[src/rtl/fc_ctrl.sv]
// Sequencer for the FC classifier stage: clears the FC datapath, streams P feature
// positions with an exactly-P-beat clock enable, then waits for and holds the class result.
module fc_ctrl #(
    parameter int I_BW      = 32,
    parameter int CI        = 3,
    parameter int IF_SIZE   = 4,
    parameter int ADDR_BW   = 4,
    parameter int TO_CYCLES = 64
) (
    input  logic                 clk,
    input  logic                 global_rst_n,
    input  logic                 start,
    output logic                 busy,
    output logic                 buf_rd_en,
    output logic [ADDR_BW-1:0]   buf_rd_addr,
    input  logic [CI*I_BW-1:0]   buf_rd_data,
    output logic                 fc_rst,
    output logic                 fc_ce,
    output logic [CI*I_BW-1:0]   fc_data,
    input  logic                 fc_done,
    input  logic [3:0]           fc_class,
    output logic                 res_valid,
    input  logic                 res_ready,
    output logic [3:0]           res_class,
    output logic                 timeout_err
);
    localparam int P    = IF_SIZE * IF_SIZE;
    localparam int TO_W = $clog2(TO_CYCLES) + 1;
    localparam logic [ADDR_BW-1:0] LAST_ADDR = ADDR_BW'(P - 1);
    localparam logic [TO_W-1:0]    TO_LAST   = TO_W'(TO_CYCLES - 1);

    typedef enum logic [2:0] {
        S_IDLE, S_CLEAR, S_FEED, S_DRAIN, S_WAIT, S_OUT
    } state_t;

    state_t              r_state, w_next;
    logic [ADDR_BW-1:0]  r_addr;
    logic [TO_W-1:0]     r_to_cnt;
    logic [TO_W-1:0]     w_to_inc;
    logic                r_ce;
    logic [3:0]          r_res_class;
    logic                r_timeout_err;
    logic                w_start_ok;
    logic                w_feed_last;
    logic                w_done_hit;
    logic                w_to_hit;

    assign w_to_inc    = r_to_cnt + TO_W'(1);
    assign w_start_ok  = (r_state == S_IDLE) && start;
    assign w_feed_last = (r_state == S_FEED) && (r_addr == LAST_ADDR);
    assign w_done_hit  = (r_state == S_WAIT) && fc_done;
    // The timeout fires on the edge where the counter would reach TO_CYCLES-1.
    assign w_to_hit    = (r_state == S_WAIT) && !fc_done && (w_to_inc == TO_LAST);

    always_ff @(posedge clk or negedge global_rst_n) begin
        if (!global_rst_n) r_state <= S_IDLE;
        else               r_state <= w_next;
    end

    always_comb begin
        w_next = r_state;
        unique case (r_state)
            S_IDLE:  if (w_start_ok)  w_next = S_CLEAR;
            S_CLEAR:                  w_next = S_FEED;
            S_FEED:  if (w_feed_last) w_next = S_DRAIN;
            S_DRAIN:                  w_next = S_WAIT;
            S_WAIT: begin
                if (w_done_hit)       w_next = S_OUT;
                else if (w_to_hit)    w_next = S_IDLE;
            end
            S_OUT:   if (res_ready)   w_next = S_IDLE;
            default:                  w_next = S_IDLE;
        endcase
    end

    always_comb begin
        busy        = (r_state != S_IDLE);
        fc_rst      = (r_state == S_CLEAR);
        buf_rd_en   = (r_state == S_FEED);
        buf_rd_addr = (r_state == S_FEED) ? r_addr : '0;
        res_valid   = (r_state == S_OUT);
    end

    // fc_ce trails the read strobe by the buffer's one-cycle read latency, so it is
    // high for exactly P cycles and lines up with buf_rd_data.
    always_ff @(posedge clk or negedge global_rst_n) begin
        if (!global_rst_n) begin
            r_ce     <= 1'b0;
            r_addr   <= '0;
            r_to_cnt <= '0;
        end else begin
            r_ce <= (r_state == S_FEED);
            if (r_state == S_CLEAR)
                r_addr <= '0;
            else if ((r_state == S_FEED) && (r_addr != LAST_ADDR))
                r_addr <= r_addr + ADDR_BW'(1);
            if (r_state == S_DRAIN)
                r_to_cnt <= '0;
            else if (r_state == S_WAIT)
                r_to_cnt <= w_to_inc;
        end
    end

    // Result and error stay visible after returning to IDLE until the next accepted start.
    always_ff @(posedge clk or negedge global_rst_n) begin
        if (!global_rst_n) begin
            r_res_class   <= '0;
            r_timeout_err <= 1'b0;
        end else if (w_start_ok) begin
            r_res_class   <= '0;
            r_timeout_err <= 1'b0;
        end else begin
            if (w_done_hit) r_res_class   <= fc_class;
            if (w_to_hit)   r_timeout_err <= 1'b1;
        end
    end

    assign fc_ce       = r_ce;
    assign fc_data     = r_ce ? buf_rd_data : '0;
    assign res_class   = r_res_class;
    assign timeout_err = r_timeout_err;

endmodule

[config.mk]
export PLATFORM = sky130hd
export DESIGN_NAME = fc_ctrl
export DESIGN_NICKNAME = d
export VERILOG_FILES = /design/src/rtl/fc_ctrl.sv
export SDC_FILE = /design/constraint.sdc
export NUM_CORES = 1
export LEC_CHECK = 0
export ABC_AREA = 0
export ABC_CLOCK_PERIOD_IN_PS = 4600
export BUFFER_PORTS_ARGS = -buffer_cell sky130_fd_sc_hd__buf_2
export CORE_AREA = 2 2 83 85
export CTS_BUF_LIST = sky130_fd_sc_hd__clkbuf_4 sky130_fd_sc_hd__clkbuf_8 sky130_fd_sc_hd__clkbuf_16
export DETAILED_ROUTE_END_ITERATION = 8
export DIE_AREA = 0 0 85 87
export PLACE_DENSITY = 0.7
export SKIP_CTS_REPAIR_TIMING = 1
export SYNTH_ARGS = -nofsm -noshare
export SYNTH_HDL_FRONTEND = slang
export SYNTH_SLANG_ARGS = --single-unit
[constraint.sdc]
create_clock -name clk -period 4.6 [get_ports clk]
set_input_delay 0.92 -clock clk [delete_from_list [all_inputs] [get_ports clk]]
set_output_delay 0.92 -clock clk [all_outputs]
set_load 0.02 [all_outputs]
==> results of run 1 <==
worst max-delay path: stages (launching register included):
cell,delay (ps)
dfrtp_2,1080
and2_1,280
buf_2,170
path summary, 6_finish.rpt:
check                               endpoint  cells past startpoint    startpoint  slack (ps)
worst max register to register   timeout_err                      5   r_to_cnt[0]        2890
max in group asynchronous              fc_ce                      1  global_rst_n        3660
worst min-delay path            res_class[0]                      1  res_class[0]         530
worst min register to register  res_class[0]                      1  res_class[0]         530
min in group asynchronous         r_state[0]                      1  global_rst_n         590
worst max-delay path             fc_data[48]                      2         fc_ce        1880
power groups by stage:
stage          registers [mW]  logic [mW]  clock network, mW
2_1_floorplan           0.305       0.736                  0
3_3_place_gp            0.380        1.01                  0
3_5_place_dp            0.390        1.01                  0
4_1_cts                 0.385        1.02              0.137
5_1_grt                 0.409        1.08              0.144
6_report                0.386        1.01              0.135
synthesized netlist by cell type (2+ instances only):
library cell and number:
nor2_1 10, nor3_1 2, a221oi_1 2, a311oi_1 4, nor2b_1 2, o21ai_1 2, and2_1 101, xor2_1 2
nand3_1 10, buf_2 3, ha_1 3, xnor2_1 2, dfrtp_1 20, a21boi_0 4, o21ai_0 6, a21oi_1 8
a22o_1 4, a31oi_1 2, inv_1 8, and3_1 4, clkbuf_1 13, nand2_1 9
cell usage in the layout, fill, tap and decap left out, drive strengths merged, types with 5 or more instances in the layout:
cell,n
buf,214
and2,101
dfrtp,20
nor2,10
nand3,10
nand2,9
inv,8
a21oi,8
o21ai,8
a21boi,5
registers in the layout, indices dropped and copies added (netlist names):
| signal | count |
|---|---|
| timeout_err | 1 |
| r_addr | 4 |
| r_state | 3 |
| res_class | 4 |
| r_to_cnt | 7 |
| fc_ce | 1 |
metal layers:
metal  global-route usage (%)  wire length [um]  up-vias  share of wire, %
met4                     4.04                74        0               1.0
met3                     2.37               405        8               5.6
met5                        0                 0        -                 0
met1                     22.4              3240     1061                45
met2                     29.3              3490       84                48
li1                         -                 -     1176                 -
per-stage QoR:
stage               cell area (um^2)  hold slack [ps]  worst slack, ps  cells  total power, mW
detailed placement              2920              521             2140    513             1.40
global route                    2970              558             1680    517             1.64
CTS                             2970              536             1860    517             1.54
floorplan                       1820              478             2360    236             1.04
finish                          2970              530             1880    517             1.53
global placement                2920              516             2190    513             1.39
cell type report:
| type | instances | area (um^2) |
|---|---|---|
| Clock buffer | 4 | 55.1 |
| Fill cell | 697 | 3600 |
| Inverter | 8 | 30.0 |
| Multi-Input combinational cell | 191 | 1210 |
| Sequential cell | 20 | 502 |
| Tap cell | 80 | 100 |
| Timing Repair Buffer | 214 | 1070 |
cells by family (layout without fill, tap and decap cells):
logic type / Yosys count / count (layout) / synth area share [%]
mux: 1 / 1 / 0.551
buf+inv: 25 / 226 / 5.58
fa+ha+maj: 3 / 3 / 2.07
compound gates: 37 / 37 / 14.0
simple gates: 146 / 146 / 48.3
xor+xnor: 4 / 4 / 1.93
flops: 20 / 20 / 27.5
==> results.cfg, run 1 <==
[status]
status = finished, final reports clean

[floorplanning]
fp.dieW_um = 85
ios = 215
fp.dieArea_mm2 = 0.00740
core_mm2 = 0.00657
std_cell_rows = 30
die_h_um = 87
start_util_pct = 27.7

[hold_path]
min-delay-path-class = reg2reg

[pwr]
switching_share_pct = 54.3
seqPwrFrac_pct = 25.2
p_leak_nw = 1.80
intPower_uw = 700
power_frac_comb_pct = 65.9
switchingPower_uw = 830
pwr_density_cell_mw_per_mm2 = 515
pwr-share-clk_pct = 8.8
peakVddDrop_uv = 258

[logic_synthesis]
yosys_warnings = 0
ys_ff_latch = 20
postSynth.asyncResetShare_pct = 100
synth_top_cell_by_area = and2_1
netlist.area_leader.share_pct = 34.8
synthCells = 236
syn_nets = 344
synth_cell_types = 37
yosysSeqAreaShare_pct = 27.5
synth-main-ff-cell = dfrtp_1
synth-edff-count = 0
synthTopCellsByArea = and2_1 35%, dfrtp_1 28%, nand3_1 2.8%
synth_area_mm2 = 0.00182
avgSynthCellArea_um2 = 7.70

[layout]
nNetsFinal = 546
drive_gt1_share_pct = 50.8
n_antenna_cell = 0
fin_util_pct = 45.3
syn_to_final_growth_pct = 63.6

[routing]
drc = 0
drt_iter0_markers = 52
post_drt_wl_per_cell_um = 13.9
dr.pass1.iters = 4
vias = 2329
routed_wl_um = 7210
ant_nets = 0
viasPerCell = 4.50

[sta]
skew_ps = 2.41
post-route-period-util_pct = 59.2
report.final.slew_viol_count = 0
max-slew-margin-rel_pct = 27.6
rsz0062_at_grt = no
hold_viol = 0
fin_tns_setup_ps = 0
fmax_ghz = 0.367
tightest_slew_ps = 1090
setup_viol = 0
post-route-min-period_ps = 2720

[placement]
dp_hpwl_um = 5830
place_congestion = 0.872
numPortBuffers = 214

[clock_network]
tritoncts = built
numCtsBuffers = 3
clk_pin_slew_ps = 70
cts_num_sinks = 20
clockBufferDepth = 2
htreeDepth = 1
clk_latency_ps = 260
clockRootBuffer = clkbuf_8

[setup_path]
cp_data_required_time_ps = 3680
worstSetupEndpointType = output pin
crit_type = reg2out
start_kind = flip-flop
cp.arrival_ps = 1800
path_max_fanout = 97

[global_route]
grt_max_degree = 98
grt_pass1_vias = 2039
overflow = 0
antenna_found_initial = 0
grt_pass1_wl_um = 10300
grtUsageTotal_pct = 16.9

[job]
cap_violations = 0
No activity file was read; power rests on OpenSTA's default activity.
==> run 2, diff against run 1 <==
==> config.mk (replaced) <==
export PLATFORM = sky130hd
export DESIGN_NAME = fc_ctrl
export DESIGN_NICKNAME = d
export VERILOG_FILES = /design/src/rtl/fc_ctrl.sv
export SDC_FILE = /design/constraint.sdc
export NUM_CORES = 1
export LEC_CHECK = 0
export ABC_AREA = 1
export ABC_CLOCK_PERIOD_IN_PS = 2800
export BUFFER_PORTS_ARGS = -buffer_cell sky130_fd_sc_hd__buf_2
export CORE_AREA = 2 2 84 86
export CTS_BUF_LIST = sky130_fd_sc_hd__clkbuf_4 sky130_fd_sc_hd__clkbuf_8 sky130_fd_sc_hd__clkbuf_16
export DETAILED_ROUTE_END_ITERATION = 8
export DIE_AREA = 0 0 86 88
export PLACE_DENSITY = 0.69
export SKIP_CTS_REPAIR_TIMING = 1
export SYNTH_ARGS = -nofsm -noshare
export SYNTH_HDL_FRONTEND = slang
export SYNTH_SLANG_ARGS = --single-unit
==> constraint.sdc (replaced) <==
create_clock -name clk -period 2.8 [get_ports clk]
set_input_delay 0.56 -clock clk [delete_from_list [all_inputs] [get_ports clk]]
set_output_delay 0.56 -clock clk [all_outputs]
set_load 0.02 [all_outputs]
==> run 2 against run 1 <==
Effect of this change:
- synthesized cell count rose by 43%
- critical path depth rose by 2
- critical endpoint is now fc_data[40]
- routed wire length fell by 2.7%
- cell area rose by 2.7%
- highest routed layer unchanged
==> results.cfg, run 2 <==
[sta]
setup_viol = 0
fin_tns_setup_ps = 0
tightest_slew_ps = 558
skew_ps = 6.30
report.final.slew_viol_count = 0
setup_slack_ps = 648
max-slew-margin-rel_pct = 62.5
post-route-min-period_ps = 2150
hold_viol = 0
fmax_ghz = 0.465
rsz0062_at_grt = no
post-route-period-util_pct = 76.9
holdWs_ps = 234

[floorplanning]
ios = 215
die_h_um = 88
core_mm2 = 0.00664
std_cell_rows = 30
fp.dieArea_mm2 = 0.00757
fp.dieW_um = 86
start_util_pct = 27.6

[routing]
highest_layer = met4
dr_wl_met2_um = 3310
post_drt_wl_per_cell_um = 11.2
vias = 2557
drc = 0
drt_iter0_markers = 49
routed_wl_um = 7020
dr.pass1.iters = 4
ant_nets = 0
wl_met3_um = 711
m1WireLength_um = 2920
viasPerCell = 4.09

[logic_synthesis]
synth_cell_types = 25
avgSynthCellArea_um2 = 5.44
synth-main-ff-cell = dfrtp_1
syn_nets = 445
postSynth.asyncResetShare_pct = 100
synth-edff-count = 0
yosysSeqAreaShare_pct = 27.3
synth_area_mm2 = 0.00183
synthCells = 337
synth_commonest_cells = 126 x nand2_1, 118 x inv_1, 20 x dfrtp_1
synth_most_common_cell = nand2_1
synth_top_cell_by_area = dfrtp_1
yosys_warnings = 0
netlist.area_leader.share_pct = 27.3
ys_ff_latch = 20
synthTopCellsByArea = dfrtp_1 27%, nand2_1 26%, inv_1 24%

[layout]
drive_gt1_share_pct = 41.8
final_common_cell = buf_2
nNetsFinal = 654
syn_to_final_growth_pct = 66.4
n_fill_cell = 733
top_register = r_to_cnt
fin_util_pct = 45.9
largest_reg_flops = 7
layout_common_cells = 214 x buf_2, 126 x nand2_1, 118 x inv_1
n_antenna_cell = 0

[global_route]
grt_pass1_wl_um = 9940
antenna_found_initial = 0
grtUsageTotal_pct = 16.3
overflow = 0
grt_max_degree = 49
grt_pass1_vias = 2182

[setup_path]
max_stage_delay_ps = 720
cp.arrival_ps = 1590
worstSetupEndpointType = output pin
start_kind = flip-flop
cp_data_required_time_ps = 2240
crit_chain = buf_4, nand2_1, inv_1, buf_2
path_max_fanout = 31
slowest_stage = dfrtp_2
crit_type = reg2out

[clock_network]
clockBufferDepth = 2
cts_num_sinks = 20
clockRootBuffer = clkbuf_8
tritoncts = built
htreeDepth = 1
clk_latency_ps = 260
clk_pin_slew_ps = 80
numCtsBuffers = 3

[pwr]
total_power_mw = 2.50
p_leak_nw = 2.56
peakVddDrop_uv = 435
power_frac_comb_pct = 67.3
pwr_density_cell_mw_per_mm2 = 818
switchingPower_mw = 1.38
seqPwrFrac_pct = 21.0
switching_share_pct = 55.3
intPower_mw = 1.11
pwr-share-clk_pct = 11.6

[hold_path]
min-delay-path-class = in2async

[placement]
place_congestion = 0.866
numPortBuffers = 214
pre_cts_slack_ps = 916
dp_hpwl_um = 5900

[job]
cap_violations = 0

[status]
status = finished, final reports clean
[run 2: per-layer routing]
layer | vias up | track usage [%]
li1 | 1351 | -
met1 | 1078 | 20.9
met2 | 121 | 27.4
met3 | 7 | 3.49
met4 | 0 | 5.05
met5 | - | 0
[run 2: cell type report]
class,count,area [um^2],area share (%)
repair buffers,216,1100,36.0
clock inverters,1,30.0,0.984
flip-flops and latches,20,502,16.4
well taps,80,100,3.28
multi-input cells,185,827,27.1
inverters,120,453,14.8
clock buffers,3,41.3,1.35
[run 2: logic make-up after synthesis]
| family | share of synthesized area, % |
|---|---|
| DFF | 27.3 |
| and+or+nand+nor | 35.7 |
| buffers and inverters | 27.6 |
| adders and majority gates | 2.05 |
| AOI/OAI and AO/OA | 7.30 |
[run 2: worst paths after layout]
check                          endpoint  slack [ps]    startpoint  depth (start not counted)
setup reg to reg             r_state[2]        1180   r_to_cnt[0]                         12
setup / recovery            fc_data[40]         650         fc_ce                          4
min in group clk           res_class[3]         520  res_class[3]                          2
hold reg to reg            res_class[3]         520  res_class[3]                          2
hold / removal             res_class[0]         230  global_rst_n                          1
max in group asynchronous         fc_ce        2220  global_rst_n                          1
[run 2: stage by stage]
step	instances	instance area, um^2
after floorplan	337	1830
after global placement	621	2980
after detailed placement	621	2980
after CTS	625	3050
after global routing	625	3050
final	625	3050
[run 2: power groups by stage]
stage / Clock (mW) / Sequential (mW) / Combinational (mW)
after global routing: 0.306 / 0.547 / 1.85
final: 0.291 / 0.525 / 1.68
after floorplan: 0 / 0.490 / 1.13
after detailed placement: 0 / 0.529 / 1.69
after CTS: 0.299 / 0.526 / 1.70
after global placement: 0 / 0.522 / 1.67
[run 2: worst max-delay path: cells and delay by family, from the launching register on]
kind | cells | cell delay (ps)
buffers and inverters | 3 | 530
DFF | 1 | 720
and+or+nand+nor | 1 | 80
==> run 3, diff against run 2 <==
--- a/config.mk
+++ b/config.mk
@@ -6,13 +6,13 @@
 export NUM_CORES = 1
 export LEC_CHECK = 0
 export ABC_AREA = 1
-export ABC_CLOCK_PERIOD_IN_PS = 2800
+export ABC_CLOCK_PERIOD_IN_PS = 1800
 export BUFFER_PORTS_ARGS = -buffer_cell sky130_fd_sc_hd__buf_2
-export CORE_AREA = 2 2 84 86
+export CORE_AREA = 2 2 83 85
 export CTS_BUF_LIST = sky130_fd_sc_hd__clkbuf_4 sky130_fd_sc_hd__clkbuf_8 sky130_fd_sc_hd__clkbuf_16
 export DETAILED_ROUTE_END_ITERATION = 8
-export DIE_AREA = 0 0 86 88
-export PLACE_DENSITY = 0.69
+export DIE_AREA = 0 0 85 87
+export PLACE_DENSITY = 0.73
 export SKIP_CTS_REPAIR_TIMING = 1
 export SYNTH_ARGS = -nofsm -noshare
 export SYNTH_HDL_FRONTEND = slang
==> constraint.sdc (replaced) <==
create_clock -name clk -period 1.8 [get_ports clk]
set_input_delay 0.36 -clock clk [delete_from_list [all_inputs] [get_ports clk]]
set_output_delay 0.36 -clock clk [all_outputs]
set_load 0.02 [all_outputs]
==> run 3 against run 2 <==
Effect of this change:
- sequential cell count did not move
- clock skew grew 5.6 ps
- sequential power rose by 43%
- first-iteration DRC count grew to 3.1 times the previous value
- die area down 2.3%
- sequential share of layout area is 0.27 points lower
- critical path type unchanged
- largest cell class unchanged
- largest power group unchanged
==> results.cfg, run 3 (synthesis results as in run 2) <==
[status]
status = finished, final reports clean

[routing]
drc = 0
post_drt_wl_per_cell_um = 13.1
ant_nets = 0
vias = 2666
viasPerCell = 4.23
drt_iter0_markers = 151
dr.pass1.iters = 6
routed_wl_um = 8270

[layout]
final_common_cell = buf_2
n_antenna_cell = 0
multiInputGateArea_um2 = 827
layout_common_cells = 214 x buf_2, 126 x nand2_1, 118 x inv_1
nNetsFinal = 659
regArea_um2 = 502
n_fill_cell = 691
syn_to_final_growth_pct = 69.1
drive_gt1_share_pct = 42.4
top_register = r_to_cnt
largest_reg_flops = 7

[setup_path]
path_max_fanout = 8
crit_path_start = r_state[2]
max_stage_delay_ps = 490
reg2reg_depth = 12
cp_data_required_time_ps = 1440
worstSetupEndpointType = output pin
r2r_start = r_to_cnt[0]
r2r_slack_ps = 220
r2r_end = r_state[2]
cp.arrival_ps = 1340
crit_chain = inv_4, nand3_4, nor2_1, buf_2
start_kind = flip-flop
crit_type = reg2out
cp-endpoint = buf_rd_addr[0]
slowest_stage = dfrtp_1

[clock_network]
htreeDepth = 1
clockBufferDepth = 2
clockRootBuffer = clkbuf_8
clk_latency_ps = 270
tritoncts = built
numCtsBuffers = 3
clk_pin_slew_ps = 80
cts_num_sinks = 20

[sta]
fmax_ghz = 0.588
max-slew-margin-rel_pct = 69.9
rsz0062_at_grt = no
post-route-period-util_pct = 94.5
skew_ps = 11.9
report.final.slew_viol_count = 0
hold_viol = 0
fin_tns_setup_ps = 0
tightest_slew_ps = 451
setup_viol = 0
post-route-min-period_ps = 1700

[placement]
dp_hpwl_um = 7080
numPortBuffers = 214
place_congestion = 0.853

[pwr]
total_power_mw = 4.07
pwr_density_cell_mw_per_mm2 = 1310
p_leak_nw = 2.59
peakVddDrop_uv = 925

[job]
cap_violations = 0

[floorplanning]
fp.dieW_um = 85
fp.dieArea_mm2 = 0.00740
ios = 215
std_cell_rows = 30
die_h_um = 87
start_util_pct = 27.9
core_mm2 = 0.00657

[global_route]
grt_pass1_vias = 2274
antenna_found_initial = 0
overflow = 0
grt_max_degree = 47
grtUsageTotal_pct = 20.5
grt_pass1_wl_um = 11800

[hold_path]
min-delay-path-class = in2async
[run 3: cell types whose count changed in the layout (fill, tap and decap cells not counted), sizes merged]
cell  delta
buf      +5
[run 3: stage by stage]
stage / worst slack, ps / instances / hold slack [ps] / util [%] / instance area, um^2
global placement: 299 / 625 / 335 / 45.8 / 3010
finish: 99.5 / 630 / 26.7 / 47.2 / 3100
detailed placement: 261 / 625 / 346 / 45.8 / 3010
global route: 2.40 / 630 / 65.0 / 47.2 / 3100
floorplan: 129 / 337 / 64.4 / - / 1830
CTS: 21.2 / 629 / 56.6 / 46.9 / 3080
[run 3: power breakdown]
part,switching (mW),leakage [nW],internal [mW]
Clock,0.160,0.0357,0.297
Combinational,1.93,2.29,0.936
Sequential,0.161,0.267,0.589
Total,2.25,2.59,1.82
[run 3: final cells by class]
cell class	count	share of cell area, %
flip-flops and latches	20	16.2
clock buffers	3	1.33
repair buffers	221	37.0
inverters	120	14.6
multi-input cells	185	26.7
well taps	80	3.23
clock inverters	1	0.968
[run 3: layer usage]
metal | vias up | GRT usage (%) | share of wire (%)
li1 | 1361 | - | -
met1 | 1139 | 29.8 | 44
met2 | 161 | 27.8 | 38
met3 | 5 | 9.95 | 17
met4 | 0 | 2.60 | 0.40
met5 | - | 0 | 0
[run 3: how the worst min path moves through the flow]
stage                            start      endpoint  slack, ps
after floorplan           global_rst_n         fc_ce         60
after global placement    global_rst_n  res_class[2]        340
after detailed placement  global_rst_n  res_class[2]        350
after CTS                 global_rst_n  res_class[2]         60
after global routing      global_rst_n  res_class[3]         70
final                     global_rst_n  res_class[2]         30
[run 3: worst max-delay path: cells and delay by family, from the launching register on]
family	cells	cell delay, ps
simple gates	2	280
flops	1	490
buf+inv	2	310
